[src/rtl/cu_pkg.sv]
// Shared types for the multi-cycle control unit: FSM states, opcode classes,
// ALUOp encodings and the datapath strobe bundle with its per-state decode.
package cu_pkg;

  typedef enum logic [2:0] {
    S_IDLE, S_FETCH, S_DECODE, S_EXEC, S_MEM, S_WB
  } state_e;

  typedef enum logic [1:0] {
    CLS_R      = 2'd0,
    CLS_LOAD   = 2'd1,
    CLS_STORE  = 2'd2,
    CLS_BRANCH = 2'd3
  } op_class_e;

  localparam logic [1:0] ALUOP_ADD   = 2'b00;
  localparam logic [1:0] ALUOP_SUB   = 2'b01;
  localparam logic [1:0] ALUOP_FUNCT = 2'b10;

  typedef struct packed {
    logic       reg_dst;
    logic       reg_write;
    logic       alu_src;
    logic       branch;
    logic       mem_read;
    logic       mem_write;
    logic       mem_to_reg;
    logic [1:0] alu_op;
    logic       ior_d;
    logic       busy;
  } strobes_t;

  localparam strobes_t STROBES_DEFAULT = '0;

  // Moore strobes for a given state and latched opcode class.
  function automatic strobes_t strobe_decode(state_e st, op_class_e cls);
    strobes_t s;
    s = STROBES_DEFAULT;
    unique case (st)
      S_FETCH: s.mem_read = 1'b1;
      S_EXEC: begin
        unique case (cls)
          CLS_R:      s.alu_op = ALUOP_FUNCT;
          CLS_BRANCH: begin
            s.alu_op = ALUOP_SUB;
            s.branch = 1'b1;
          end
          default: begin
            s.alu_src = 1'b1;
            s.alu_op  = ALUOP_ADD;
          end
        endcase
      end
      S_MEM: begin
        s.ior_d     = 1'b1;
        s.alu_src   = 1'b1;
        s.mem_read  = (cls == CLS_LOAD);
        s.mem_write = (cls == CLS_STORE);
      end
      S_WB: begin
        s.reg_write  = 1'b1;
        s.reg_dst    = (cls == CLS_R);
        s.mem_to_reg = (cls == CLS_LOAD);
      end
      default: ;
    endcase
    s.busy = (st != S_IDLE);
    return s;
  endfunction

endpackage

[src/rtl/cu_perf_counter.sv]
// Event counter for the control-unit performance monitors; SATURATE selects
// saturating (stick at all-ones) or wrapping behaviour.
module cu_perf_counter #(
  parameter int WIDTH    = 16,
  parameter bit SATURATE = 1'b0
) (
  input  logic             clk,
  input  logic             rst_n,
  input  logic             inc,
  output logic [WIDTH-1:0] count
);

  logic [WIDTH-1:0] count_q, count_d;

  always_comb begin
    count_d = count_q;
    if (inc && !(SATURATE && (&count_q))) begin
      count_d = count_q + WIDTH'(1);
    end
  end

  always_ff @(posedge clk or negedge rst_n) begin
    if (!rst_n) count_q <= '0;
    else        count_q <= count_d;
  end

  assign count = count_q;

endmodule

[src/rtl/multicycle_control_unit.sv]
// Multi-cycle CPU control FSM: FETCH/DECODE/EXEC/MEM/WB sequencing with memory
// ready handshake. Optional performance counters under CU_PERF_COUNT_EN.
module multicycle_control_unit
  import cu_pkg::*;
#(
  parameter int OP_WIDTH  = 2,
  parameter int CNT_WIDTH = 16
) (
  input  logic                clk,
  input  logic                input_Reset_n,
  input  logic [OP_WIDTH-1:0] input_Operator,
  input  logic                input_MemReady,
  output logic                output_RegDst,
  output logic                output_RegWrite,
  output logic                output_ALUSrc,
  output logic                output_Branch,
  output logic                output_MemRead,
  output logic                output_MemWrite,
  output logic                output_MemtoReg,
  output logic [1:0]          output_ALUOp,
  output logic                output_IorD,
  output logic                output_IRWrite,
  output logic                output_PCWrite,
  output logic                output_Illegal,
  output logic                output_Busy
`ifdef CU_PERF_COUNT_EN
  ,
  output logic [CNT_WIDTH-1:0] output_InstrCount,
  output logic [CNT_WIDTH-1:0] output_StallCount
`endif
);

  if (OP_WIDTH < 2) begin : g_bad_op_width
    $error("OP_WIDTH must be at least 2");
  end

  state_e    state_q, state_d;
  op_class_e class_q, class_d;
  strobes_t  strobes_q, strobes_d;

  // The IR is only loaded at the end of FETCH, so legality is judged on the
  // live opcode while in DECODE; everything afterwards uses the latched class.
  logic      op_legal;
  op_class_e op_class;
  assign op_legal = ((input_Operator >> 2) == '0);
  assign op_class = op_class_e'(input_Operator[1:0]);

  // NOTE: every always_comb output gets a default first so no path leaves it
  // unassigned, which would otherwise infer a latch.
  always_comb begin
    state_d = state_q;
    class_d = class_q;
    unique case (state_q)
      S_IDLE:  state_d = S_FETCH;
      S_FETCH: if (input_MemReady) state_d = S_DECODE;
      S_DECODE: begin
        class_d = op_class;
        state_d = op_legal ? S_EXEC : S_FETCH;
      end
      S_EXEC: begin
        unique case (class_q)
          CLS_R:      state_d = S_WB;
          CLS_BRANCH: state_d = S_FETCH;
          default:    state_d = S_MEM;
        endcase
      end
      S_MEM: if (input_MemReady) state_d = (class_q == CLS_LOAD) ? S_WB : S_FETCH;
      S_WB:    state_d = S_FETCH;
      default: state_d = S_IDLE;
    endcase
    // Registering the decode of the next state keeps strobes glitch-free yet
    // aligned with the state they belong to.
    strobes_d = strobe_decode(state_d, class_d);
  end

  // NOTE: sequential state uses non-blocking assignments so every flop samples
  // pre-edge values regardless of statement order.
  always_ff @(posedge clk or negedge input_Reset_n) begin
    if (!input_Reset_n) begin
      state_q   <= S_IDLE;
      class_q   <= CLS_R;
      strobes_q <= STROBES_DEFAULT;
    end else begin
      state_q   <= state_d;
      class_q   <= class_d;
      strobes_q <= strobes_d;
    end
  end

  assign output_RegDst   = strobes_q.reg_dst;
  assign output_RegWrite = strobes_q.reg_write;
  assign output_ALUSrc   = strobes_q.alu_src;
  assign output_Branch   = strobes_q.branch;
  assign output_MemRead  = strobes_q.mem_read;
  assign output_MemWrite = strobes_q.mem_write;
  assign output_MemtoReg = strobes_q.mem_to_reg;
  assign output_ALUOp    = strobes_q.alu_op;
  assign output_IorD     = strobes_q.ior_d;
  assign output_Busy     = strobes_q.busy;

  assign output_IRWrite = (state_q == S_FETCH) && input_MemReady;
  assign output_PCWrite = (state_q == S_FETCH) && input_MemReady;
  assign output_Illegal = (state_q == S_DECODE) && !op_legal;

`ifdef CU_PERF_COUNT_EN
  logic instr_inc, stall_inc;
  assign instr_inc = (state_q == S_DECODE) && op_legal;
  assign stall_inc = ((state_q == S_FETCH) || (state_q == S_MEM)) && !input_MemReady;

  cu_perf_counter #(.WIDTH(CNT_WIDTH), .SATURATE(1'b0)) u_instr_count (
    .clk   (clk),
    .rst_n (input_Reset_n),
    .inc   (instr_inc),
    .count (output_InstrCount)
  );

  cu_perf_counter #(.WIDTH(CNT_WIDTH), .SATURATE(1'b1)) u_stall_count (
    .clk   (clk),
    .rst_n (input_Reset_n),
    .inc   (stall_inc),
    .count (output_StallCount)
  );
`else
  if (CNT_WIDTH < 1) begin : g_bad_cnt_width
    $error("CNT_WIDTH must be at least 1");
  end
`endif

endmodule

[config.mk]
export PLATFORM = sky130hd
export DESIGN_NAME = multicycle_control_unit
export DESIGN_NICKNAME = d
export VERILOG_FILES = /design/src/rtl/cu_pkg.sv /design/src/rtl/cu_perf_counter.sv /design/src/rtl/multicycle_control_unit.sv
export SDC_FILE = /design/constraint.sdc
export NUM_CORES = 1
export LEC_CHECK = 0
export CAP_MARGIN = 5
export CORE_UTILIZATION = 45
export DETAILED_ROUTE_END_ITERATION = 8
export HOLD_SLACK_MARGIN = 0.08
export PLACE_DENSITY = 0.78
export SETUP_SLACK_MARGIN = 0.02
export SYNTH_ARGS = -nofsm -noshare
export SYNTH_HDL_FRONTEND = slang
export SYNTH_SLANG_ARGS = --single-unit
[constraint.sdc]
create_clock -name clk -period 1.85 [get_ports clk]
set_input_delay 0.37 -clock clk [delete_from_list [all_inputs] [get_ports clk]]
set_output_delay 0.37 -clock clk [all_outputs]
set_load 0.01 [all_outputs]
==> impl_summary.log, run 1 <==
INFO  metric status = complete, no violations
INFO  metric drt_first_pass_iters = 2
INFO  metric timing.final.crit_period = 1.733 ns
INFO  metric route.met2.wl = 523 µm
INFO  metric ys_top_cells_by_area = sky130_fd_sc_hd__dfrtp_1, sky130_fd_sc_hd__ha_1, sky130_fd_sc_hd__and2_1, sky130_fd_sc_hd__buf_4, sky130_fd_sc_hd__mux2i_1
INFO  metric clock_power_share = 12.9%
INFO  metric grtUsageTotal = 16.31%
INFO  metric routed_wirelength = 1.091 mm
INFO  metric yosys_synthesis_warning_count = 0
INFO  metric numPortBuffers = 17
INFO  metric worstSetupEndpointType = output port
INFO  metric antennaDiodeCount = 0
INFO  metric grt_first_pass_wirelength = 1.697 mm
INFO  metric worst_setup_path_endpoint = output_PCWrite
INFO  metric worstHoldPathType = input pin to asynchronous set/reset pin
INFO  metric worstReg2RegEnd = output_MemRead$_DFF_PN0_
INFO  metric grt_setup_unrepaired = no
INFO  metric r2r_slack = 0.12 ns
INFO  metric max-vdd-ir-drop = 812.2 µV
INFO  metric clock_root_buffer = sky130_fd_sc_hd__clkbuf_4
INFO  metric clk_pin_slew_worst_paths = 0.09 ns
INFO  metric floorplan.die_area = 1678 µm²
INFO  metric timing.critical_path.from_type = input pin
INFO  metric syn_area_per_cell = 12.65 µm²
INFO  metric dp.final_hpwl = 844.8 µm
INFO  metric ys.flop_type = sky130_fd_sc_hd__dfrtp_1
INFO  metric cts_buffers = 3
INFO  metric power = 0.001384 W
INFO  metric syn2layout_area_growth = 37.18%
INFO  metric setup_viol_count_final = 0
INFO  metric worstSkewPairLatency = 0.28 ns
INFO  metric dr.first_iter.drc_count = 1
INFO  metric maxSlewViolCount = 0
INFO  metric cts_hold_buffers = 0
INFO  metric cts_max_level = 1
INFO  metric final.setup_skew = 0.003598 ns
INFO  metric ff2ff_path_depth = 6
INFO  metric antenna_left = 0
INFO  metric netlist_instances = 54
INFO  metric via_density = 4.882
INFO  metric global_route.overflow_total = 0
INFO  metric drcViolationCount = 0
INFO  metric ys_ff_latch = 15
INFO  metric detailroute.wirelength.met3 = 57 µm
INFO  metric final_min_period_over_clock_period = 93.70%
INFO  metric synth.distinct_cells = 22
INFO  metric power_switching = 0.0004879 W
INFO  metric syn-cell-area = 683.2 µm²
INFO  metric worstMarginPinSlew = 0.6365 ns
INFO  metric sequential_element_share_of_the_synthesized_area = 54.95%
INFO  metric detailroute.via_count = 454
INFO  metric cts_tree = yes
INFO  metric fin_nets = 90
INFO  metric timing.rr.start = state_q[0]$_DFF_PN0_
INFO  metric synth-async-reset-ratio = 100.0%
INFO  metric final_hold_violation_count = 0
INFO  metric met1Wirelength = 495 µm
INFO  metric x_dimension_of_the_die = 40.97 µm
INFO  metric topRoutingLayerUsed = met4
INFO  metric routedWlPerCell = 11.73 µm
INFO  metric yosysTopAreaCellShare = 54.95%
INFO  metric pin_count_of_the_biggest_net_entering_global_routing = 16
INFO  metric floorplan.initialDensity = 50.60%
INFO  metric mappedNetlistNets = 65
INFO  metric cellLeakagePower = 0.4660 nW
INFO  metric critPathArrivalTime = 1.36 ns
INFO  metric setup.worst_path.class = input pin to output port
INFO  metric swShare = 35.25%
INFO  metric drv.max_cap_violation_count = 0
INFO  metric timing.critical_path.from = input_MemReady
INFO  metric internal_power = 0.0008962 W
INFO  metric postPlaceCellArea = 887.1 µm²
INFO  metric synth-edff-count = 0
INFO  metric ctsLongestPathBuffers = 2
INFO  metric layout-drive-gt1-share = 21.79%
INFO  metric core_region = 1350 µm²
INFO  metric slew_headroom = 57.43%
INFO  metric share_seq_of_total_power = 37.4%
INFO  metric rows = 13
INFO  metric grt_pass1_vias = 421
INFO  metric io_pins = 19
INFO  metric worst-endpoint-required = 1.48 ns
INFO  metric crit_fanout = 3
INFO  metric cts_sink_count = 15
INFO  metric powerDensity = 1477 nW/µm²
INFO  metric gp_congestion = 0.6482
INFO  metric antenna_violations_before_repair = 0
INFO  metric final_design_area_no_fill = 937.1 µm²
INFO  metric fillerInstances = 100
INFO  metric tns = 0 ns
INFO  metric achievable-frequency = 0.5769 GHz
INFO  metric yosys_top_cell_by_area = sky130_fd_sc_hd__dfrtp_1
INFO  metric power_frac_comb = 49.7%
INFO  metric die_height = 40.97 µm
[power groups by stage]
stage	Combinational, W	Clock (W)	Sequential, W
2_1_floorplan	0.000344	0	0.000546
3_3_place_gp	0.000647	0	0.000510
3_5_place_dp	0.000662	0	0.000515
4_1_cts	0.000694	0.000188	0.000515
5_1_grt	0.000769	0.000202	0.000534
6_report	0.000688	0.000179	0.000518
[timing repair]
| item | in CTS | in global routing |
|---|---|---|
| pin swaps | 1 | 0 |
| hold endpoints to repair | 0 | 0 |
| setup buffers | 1 | 0 |
| gates resized for setup | 7 | 2 |
| cloned | 0 | 0 |
| setup endpoints to repair | 4 | 6 |
[placed cells by master (no fill, tap or decap), types with 2 or more instances in the layout]
master | synthesis | final
sky130_fd_sc_hd__mux2i_1 | 2 | 2
sky130_fd_sc_hd__nor2_1 | 3 | 2
sky130_fd_sc_hd__clkbuf_4 | 0 | 3
sky130_fd_sc_hd__ha_1 | 6 | 6
sky130_fd_sc_hd__and2_1 | 5 | 5
sky130_fd_sc_hd__dfrtp_1 | 15 | 14
sky130_fd_sc_hd__buf_4 | 3 | 6
sky130_fd_sc_hd__inv_1 | 4 | 4
sky130_fd_sc_hd__clkdlybuf4s50_1 | 0 | 15
sky130_fd_sc_hd__clkdlybuf4s15_2 | 0 | 2
sky130_fd_sc_hd__nand2b_1 | 2 | 2
[cell type report]
cell class                 count  area [µm²]  area share [%]
sequential                    15       376.6           40.19
multi-input combinational     32       281.5           30.04
timing repair buffer          23       217.7           23.23
clock buffer                   3       22.52           2.403
tap                           15       18.77           2.003
inverter                       4       15.01           1.602
clock inverter                 1       5.005          0.5340
[stage by stage]
stage	std cells	setup slack (ns)	util, %	hold slack (ns)
after floorplan	54	0.2011	-	0.07441
after global placement	88	-0.3015	65.71	0.6212
after detailed placement	88	-0.3495	65.71	0.6284
after CTS	93	0.04520	69.14	0.5035
after global routing	93	0.04682	69.42	0.5298
final	93	0.1165	69.42	0.4800
[Yosys cell counts, drive strengths merged (2+ instances only)]
cell / number
and2: 5
buf: 3
dfrtp: 15
ha: 6
inv: 4
mux2i: 2
nand2b: 2
nor2: 3
[critical path, stage by stage]
cell	delay (ns)
sky130_fd_sc_hd__clkdlybuf4s50_1	0.48
sky130_fd_sc_hd__nor4bb_4	0.25
sky130_fd_sc_hd__clkdlybuf4s15_2	0.27
[worst min path at each step]
stage / from / end / slack (ns) / cells past startpoint
after global placement: class_q[1]$_DFF_PN0_ / class_q[1]$_DFF_PN0_ / 0.62 / 2
after global routing: input_Reset_n / output_MemRead$_DFF_PN0_ / 0.53 / 1
after floorplan: input_Reset_n / class_q[0]$_DFF_PN0_ / 0.07 / 0
after detailed placement: class_q[1]$_DFF_PN0_ / class_q[1]$_DFF_PN0_ / 0.63 / 2
after CTS: input_Reset_n / output_Busy$_DFF_PN0_ / 0.50 / 1
final: input_Reset_n / output_MemRead$_DFF_PN0_ / 0.48 / 1
[state kept, by name (all words and copies together) (netlist names)]
register	count
output_MemWrite	1
output_RegDst	1
output_ALUOp	2
output_MemtoReg	1
output_MemRead	1
output_ALUSrc	1
output_IorD	1
output_Busy	1
output_RegWrite	1
class_q	2
state_q	3
[logic make-up (layout without fill, tap and decap cells)]
kind of cell,Yosys count,count (layout),share of synthesized area [%]
buffers and inverters,7,31,5.494
adder cells (fa/ha/maj),6,6,10.99
multiplexers,2,2,2.931
other,1,1,0.5489
AO/OA/AOI/OAI,6,6,7.875
AND/OR/NAND/NOR,17,17,17.22
flip-flops,15,15,54.95
[routing by layer]
metal / track usage [%] / up-vias
li1: - / 228
met1: 18.77 / 210
met2: 26.17 / 14
met3: 6.522 / 2
met4: 7.500 / 0
met5: 0 / -
No activity file was read; power rests on OpenSTA's default activity.
==> run 2: changes to the inputs <==
- GPL_ROUTABILITY_DRIVEN: default -> 1
- MAX_ROUTING_LAYER: default -> met4
- clock period: 1.85 -> 1.7 ns (I/O delays scaled with it)
==> run 2 against run 1 <==
Compared with the run above:
- via count grew 3.1%
- design area up 5.7%
- sequential share of layout area decreased by 2.2 points
- worst hold slack got worse by 0.13 ns
- wire length increased by 17%
- power increased by 22%
- sequential power grew 11%
- clock skew increased by 0.010 ns
- critical endpoint is now output_MemRead$_DFF_PN0_
==> impl_summary.log, run 2 (synthesis results as in run 1) <==
INFO  metric cts_sink_count = 15 (unchanged)
INFO  metric cp_slowest_cell = sky130_fd_sc_hd__dfrtp_1
INFO  metric layout-drive-gt1-share = 28.40% (+6.6 points)
INFO  metric worstSkewPairLatency = 0.29 ns (about the same)
INFO  metric global_route.overflow_total = 0 (unchanged)
INFO  metric final_hold_violation_count = 0 (unchanged)
INFO  metric final_min_period_over_clock_period = 95.71%
INFO  metric core_region = 1350 µm² (unchanged)
INFO  metric dp.final_hpwl = 917.6 µm (+8.6%)
INFO  metric numPortBuffers = 17 (unchanged)
INFO  metric antenna_left = 0 (unchanged)
INFO  metric critPathArrivalTime = 1.80 ns (+0.44 ns)
INFO  metric timing.critical_path.from_type = flop
INFO  metric setup.worst_path.class = flop to flop
INFO  metric clk_pin_slew_worst_paths = 0.10 ns (about the same)
INFO  metric dr.first_iter.drc_count = 4 (+3)
INFO  metric largest_register_ffs = 3 (unchanged)
INFO  metric drcViolationCount = 0 (unchanged)
INFO  metric floorplan.die_area = 1678 µm² (unchanged)
INFO  metric final.setup_skew = 0.01392 ns (+0.01032 ns)
INFO  metric grtUsageTotal = 18.24% (+1.9 points)
INFO  metric timing.final.crit_period = 1.627 ns
INFO  metric grt_pass1_vias = 442 (+5.0%)
INFO  metric final_cell_mix = sky130_fd_sc_hd__clkdlybuf4s50_1, sky130_fd_sc_hd__dfrtp_1, sky130_fd_sc_hd__buf_4
INFO  metric cellLeakagePower = 0.4909 nW (+5.3%)
INFO  metric rows = 13 (unchanged)
INFO  metric cts_buffers = 3 (unchanged)
INFO  metric worstHoldPathType = input pin to asynchronous set/reset pin
INFO  metric registers.top_by_ff_count = state_q
INFO  metric floorplan.initialDensity = 50.60% (unchanged)
INFO  metric pin_count_of_the_biggest_net_entering_global_routing = 16 (unchanged)
INFO  metric power = 0.001682 W (+22%)
INFO  metric finish.utilization = 73.40% (+4.0 points)
INFO  metric cp_slowest_stage_delay = 0.41 ns (-0.07 ns)
INFO  metric critical-path-top-delay-family = flip-flops
INFO  metric x_dimension_of_the_die = 40.97 µm (unchanged)
INFO  metric worst-endpoint-required = 1.87 ns (+0.39 ns)
INFO  metric achievable-frequency = 0.6146 GHz
INFO  metric grt_first_pass_wirelength = 1.773 mm (+4.5%)
INFO  metric gp_congestion = 0.6437 (-0.69%)
INFO  metric detailroute.via_count = 468 (+3.1%)
INFO  metric cts_tree = yes
INFO  metric setup_viol_count_final = 0 (unchanged)
INFO  metric via_density = 4.875 (-0.14%)
INFO  metric worstSetupEndpointType = flop
INFO  metric crit_path_cell_trace = nand2b_4, nor2_4, mux2i_4, inv_2, ha_1, o2bb2ai_1
INFO  metric clock_root_buffer = sky130_fd_sc_hd__clkbuf_4
INFO  metric maxSlewViolCount = 0 (unchanged)
INFO  metric powerDensity = 1697 nW/µm² (+15%)
INFO  metric ctsLongestPathBuffers = 2 (unchanged)
INFO  metric crit_fanout = 3 (unchanged)
INFO  metric die_height = 40.97 µm (unchanged)
INFO  metric antennaDiodeCount = 0 (unchanged)
INFO  metric drv.max_cap_violation_count = 0 (unchanged)
INFO  metric routed_wirelength = 1.281 mm (+17%)
INFO  metric routedWlPerCell = 13.34 µm (+14%)
INFO  metric drt_first_pass_iters = 4 (+2)
INFO  metric antenna_violations_before_repair = 0 (unchanged)
INFO  metric most_common_library_cell_in_the_layout_ignoring_fill_and_taps = sky130_fd_sc_hd__clkdlybuf4s50_1
INFO  metric cts_max_level = 1 (unchanged)
INFO  metric io_pins = 19 (unchanged)
INFO  metric max-vdd-ir-drop = 790.5 µV (-2.7%)
INFO  metric fin_nets = 93 (+3.3%)
INFO  metric post-place-ws = -0.4554 ns (-0.1059 ns)
INFO  metric syn2layout_area_growth = 45.05%
INFO  metric postLayoutSetupSlackWorst = 0.07293 ns (-0.04359 ns)
INFO  metric timing.critical_path.buf_inv = 1 (-1)
INFO  metric grt_setup_unrepaired = no
INFO  metric status = complete, no violations
## run 2: path summary, 6_finish.rpt
kind                                       from                       end  slack (ns)  cells after the start
setup / recovery           state_q[0]$_DFF_PN0_  output_MemRead$_DFF_PN0_        0.07                      6
hold / removal                    input_Reset_n      class_q[0]$_DFF_PN0_        0.35                      2
setup reg to reg           state_q[0]$_DFF_PN0_  output_MemRead$_DFF_PN0_        0.07                      6
hold reg to reg            class_q[0]$_DFF_PN0_      class_q[0]$_DFF_PN0_        0.64                      2
max in group asynchronous         input_Reset_n   output_RegDst$_DFF_PN0_        1.16                      2
min in group clk           class_q[0]$_DFF_PN0_      class_q[0]$_DFF_PN0_        0.64                      2
## run 2: what timing repair did
action | 4_1_cts | 5_1_grt
endpoints found under the hold margin | 0 | 0
setup endpoints to repair | 7 | 6
pin swaps | 1 | 1
resized for setup | 11 | 8
hold buffers | 0 | 0
setup buffers | 1 | 0
## run 2: metal layers
layer / up-vias / share of wire [%] / global-route usage, %
met3: 4 / 4.1 / 3.261
met2: 16 / 54 / 28.13
met5: - / 0 / -
met4: 0 / 1.8 / 15.00
li1: 226 / - / -
met1: 222 / 40 / 20.34
## run 2: area by class of cell
cell class                      count  area, µm²
Timing Repair Buffer               26      227.7
Clock buffer                        4      26.28
Multi-Input combinational cell     32      326.6
Inverter                            4      15.01
Fill cell                          93      359.1
Tap cell                           15      18.77
Sequential cell                    15      376.6
## run 2: metrics by stage
stage / setup TNS (ns) / hold WS [ns] / cell area, µm² / cells
4_1_cts: 0 / 0.3498 / 948.4 / 96
2_1_floorplan: 0 / 0.04441 / 683.2 / 54
5_1_grt: 0 / 0.3592 / 991.0 / 96
6_report: 0 / 0.3511 / 991.0 / 96
3_5_place_dp: -2.191 / 0.6250 / 909.6 / 91
3_3_place_gp: -1.627 / 0.6151 / 909.6 / 91
## run 2: worst register-to-register path: stages, from the launching register on
cell and delay, ns:
sky130_fd_sc_hd__dfrtp_1 0.41, sky130_fd_sc_hd__nand2b_4 0.16, sky130_fd_sc_hd__nor2_4 0.19, sky130_fd_sc_hd__mux2i_4 0.29, sky130_fd_sc_hd__inv_2 0.08, sky130_fd_sc_hd__ha_1 0.23
sky130_fd_sc_hd__o2bb2ai_1 0.14
## run 2: report_power, final
part           switching (W)  internal [W]
Clock               0.000112     0.0000910
Combinational       0.000421      0.000483
Sequential         0.0000938      0.000481
Total               0.000627       0.00105
==> run 3: changes to the inputs <==
- CELL_PAD_IN_SITES_DETAIL_PLACEMENT: default -> 1
- CELL_PAD_IN_SITES_GLOBAL_PLACEMENT: default -> 1
- CORE_UTILIZATION: 45 -> 35
- PLACE_DENSITY: 0.78 -> 0.77
- SLEW_MARGIN: default -> 10
==> run 3 against run 2 <==
Compared with the run above:
- sequential cell count stayed put
- via count increased by 9.6%
- clock power down 3%
- clock skew is 0.012 ns lower
- worst setup slack worse by 0.063 ns
- final cell count grew 18%
- critical endpoint is now output_Busy$_DFF_PN0_
- largest cell class unchanged
- largest power group unchanged
==> impl_summary.log, run 3 (synthesis results as in run 1) <==
INFO  metric status = complete, no violations
INFO  metric detailroute.via_count = 513 (+9.6%)
INFO  metric cts_buffers = 3 (unchanged)
INFO  metric ctsLongestPathBuffers = 2 (unchanged)
INFO  metric core_region = 1783 µm² (+32%)
INFO  metric post-place-ws = -0.4916 ns (-0.03622 ns)
INFO  metric share_seq_of_total_power = 29.4% (-4.8 points)
INFO  metric routed_wirelength = 1.685 mm (+32%)
INFO  metric timing.final.crit_period = 1.690 ns (+0.06301 ns)
INFO  metric postLayoutSetupSlackWorst = 0.009921 ns (-0.06301 ns)
INFO  metric power_frac_comb = 60.2% (+6.5 points)
INFO  metric worstHoldPathType = input pin to asynchronous set/reset pin
INFO  metric floorplan.die_area = 2133 µm² (+27%)
INFO  metric drcViolationCount = 0 (unchanged)
INFO  metric critPathArrivalTime = 1.85 ns (+0.05 ns)
INFO  metric crit_fanout = 4 (+1)
INFO  metric layout-drive-gt1-share = 36.36% (+8.0 points)
INFO  metric die_height = 46.18 µm (+13%)
INFO  metric max-vdd-ir-drop = 742.5 µV (-6.1%)
INFO  metric final_cell_mix = sky130_fd_sc_hd__dfrtp_1, sky130_fd_sc_hd__clkdlybuf4s50_1, sky130_fd_sc_hd__buf_4
INFO  metric grt_setup_unrepaired = yes
INFO  metric io_pins = 19 (unchanged)
INFO  metric cts_sink_count = 15 (unchanged)
INFO  metric final_min_period_over_clock_period = 99.42% (+3.7 points)
INFO  metric antenna_left = 0 (unchanged)
INFO  metric swShare = 37.40% (+0.10 points)
INFO  metric worstSkewPairLatency = 0.27 ns (-0.02 ns)
INFO  metric dp.final_hpwl = 1.099 mm (+20%)
INFO  metric numPortBuffers = 17 (unchanged)
INFO  metric cellLeakagePower = 0.5288 nW (+7.7%)
INFO  metric final.hold.worst_slack = 0.3726 ns (+0.02148 ns)
INFO  metric setup_viol_count_final = 0 (unchanged)
INFO  metric drv.max_cap_violation_count = 0 (unchanged)
INFO  metric clock_root_buffer = sky130_fd_sc_hd__clkbuf_4
INFO  metric worstSetupEndpointType = flop
INFO  metric sequential_cell_area = 375.4 µm² (-0.33%)
INFO  metric clk_pin_slew_worst_paths = 0.09 ns (about the same)
INFO  metric antennaDiodeCount = 0 (unchanged)
INFO  metric worst-endpoint-required = 1.86 ns (about the same)
INFO  metric global_route.overflow_total = 0 (unchanged)
INFO  metric grtUsageTotal = 16.95% (-1.3 points)
INFO  metric final_hold_violation_count = 0 (unchanged)
INFO  metric internal_power = 0.001192 W (+13%)
INFO  metric setup.worst_path.class = flop to flop
INFO  metric power_switching = 0.0007122 W (+14%)
INFO  metric dr.first_iter.drc_count = 1 (-3)
INFO  metric grt_first_pass_wirelength = 2.373 mm (+34%)
INFO  metric finish.utilization = 61.19% (-12 points)
INFO  metric gp_congestion = 0.6970 (+8.3%)
INFO  metric achievable-frequency = 0.5917 GHz (-3.7%)
INFO  metric registers.top_by_ff_count = state_q
INFO  metric maxSlewViolCount = 0 (unchanged)
INFO  metric clock_power_share = 10.4% (-1.7 points)
INFO  metric pin_count_of_the_biggest_net_entering_global_routing = 16 (unchanged)
INFO  metric antenna_violations_before_repair = 0 (unchanged)
INFO  metric multi_input_comb_area = 347.8 µm² (+6.5%)
INFO  metric fillerInstances = 186 (+100%)
INFO  metric grt_pass1_vias = 529 (+20%)
INFO  metric cts_tree = yes
INFO  metric syn2layout_area_growth = 59.71%
INFO  metric fin_nets = 100 (+7.5%)
INFO  metric via_density = 4.540 (-6.9%)
INFO  metric x_dimension_of_the_die = 46.18 µm (+13%)
INFO  metric drt_first_pass_iters = 2 (-2)
INFO  metric cts_hold_buffers = 0 (unchanged)
INFO  metric largest_register_ffs = 3 (unchanged)
INFO  metric powerDensity = 1745 nW/µm² (+2.8%)
INFO  metric timing.critical_path.from_type = flop
INFO  metric rows = 15 (+2)
INFO  metric cts_max_level = 1 (unchanged)
INFO  metric routedWlPerCell = 14.91 µm (+12%)
INFO  metric final.setup_skew = 0.002118 ns (-0.01180 ns)
INFO  metric floorplan.initialDensity = 38.32% (-12 points)
-- run 3: changes by cell type in the layout (fill, tap and decap cells not counted), sizes merged --
| cell | before | now |
|---|---|---|
| buf | 11 | 18 |
-- run 3: area by class of cell --
cell class | instances | share of cell area [%]
clock buffers | 4 | 2.408
multi-input cells | 32 | 31.88
well taps | 25 | 2.867
repair buffers | 33 | 27.06
flip-flops and latches | 15 | 34.40
inverters | 4 | 1.376
-- run 3: worst max-delay path, cell delays in order (launching register included) --
cell and delay, ns:
sky130_fd_sc_hd__dfrtp_1 0.43, sky130_fd_sc_hd__buf_6 0.14, sky130_fd_sc_hd__buf_4 0.14, sky130_fd_sc_hd__and4bb_1 0.23
sky130_fd_sc_hd__a31oi_4 0.21, sky130_fd_sc_hd__inv_2 0.06, sky130_fd_sc_hd__or3_1 0.37
-- run 3: worst paths after layout --
| kind | endpoint | slack, ns | cells past startpoint | from |
|---|---|---|---|---|
| setup / recovery | output_Busy$_DFF_PN0_ | 0.01 | 6 | state_q[1]$_DFF_PN0_ |
| hold / removal | state_q[2]$_DFF_PN0_ | 0.37 | 2 | input_Reset_n |
| setup reg to reg | output_Busy$_DFF_PN0_ | 0.01 | 6 | state_q[1]$_DFF_PN0_ |
| hold reg to reg | class_q[1]$_DFF_PN0_ | 0.62 | 2 | class_q[1]$_DFF_PN0_ |
| max in group asynchronous | output_ALUOp[1]$_DFF_PN0_ | 1.16 | 2 | input_Reset_n |
| min in group clk | class_q[1]$_DFF_PN0_ | 0.62 | 2 | class_q[1]$_DFF_PN0_ |
-- run 3: per-layer routing --
metal | share of wire [%] | track usage (%) | up-vias | wire length [µm]
li1 | - | - | 242 | -
met1 | 40 | 17.96 | 259 | 666
met2 | 57 | 30.70 | 10 | 964
met3 | 2.1 | 2.745 | 2 | 35
met4 | 1.1 | 7.059 | 0 | 19
met5 | 0 | - | - | 0
-- run 3: timing repair --
item                       4_1_cts  5_1_grt
buffers inserted                 2        2
setup endpoints to repair        7        9
gates resized for setup         14       13
pin swaps                        1        3
cloned                           0        0
-- run 3: power groups by stage --
stage,Combinational [W],Clock [W],Sequential [W]
after CTS,0.000934,0.000207,0.000546
after global placement,0.000811,0,0.000549
final,0.00115,0.000197,0.000561
after detailed placement,0.000850,0,0.000554
after global routing,0.00124,0.000228,0.000572
after floorplan,0.000375,0,0.000594
-- run 3: per-stage QoR --
stage	cell area [µm²]	power, W	instances	setup TNS [ns]
after floorplan	683.2	0.0009688	54	0
after global placement	952.2	0.001360	105	-1.815
after detailed placement	952.2	0.001404	105	-2.677
after CTS	1011	0.001687	111	0
after global routing	1091	0.002045	113	-0.1383
final	1091	0.001904	113	0
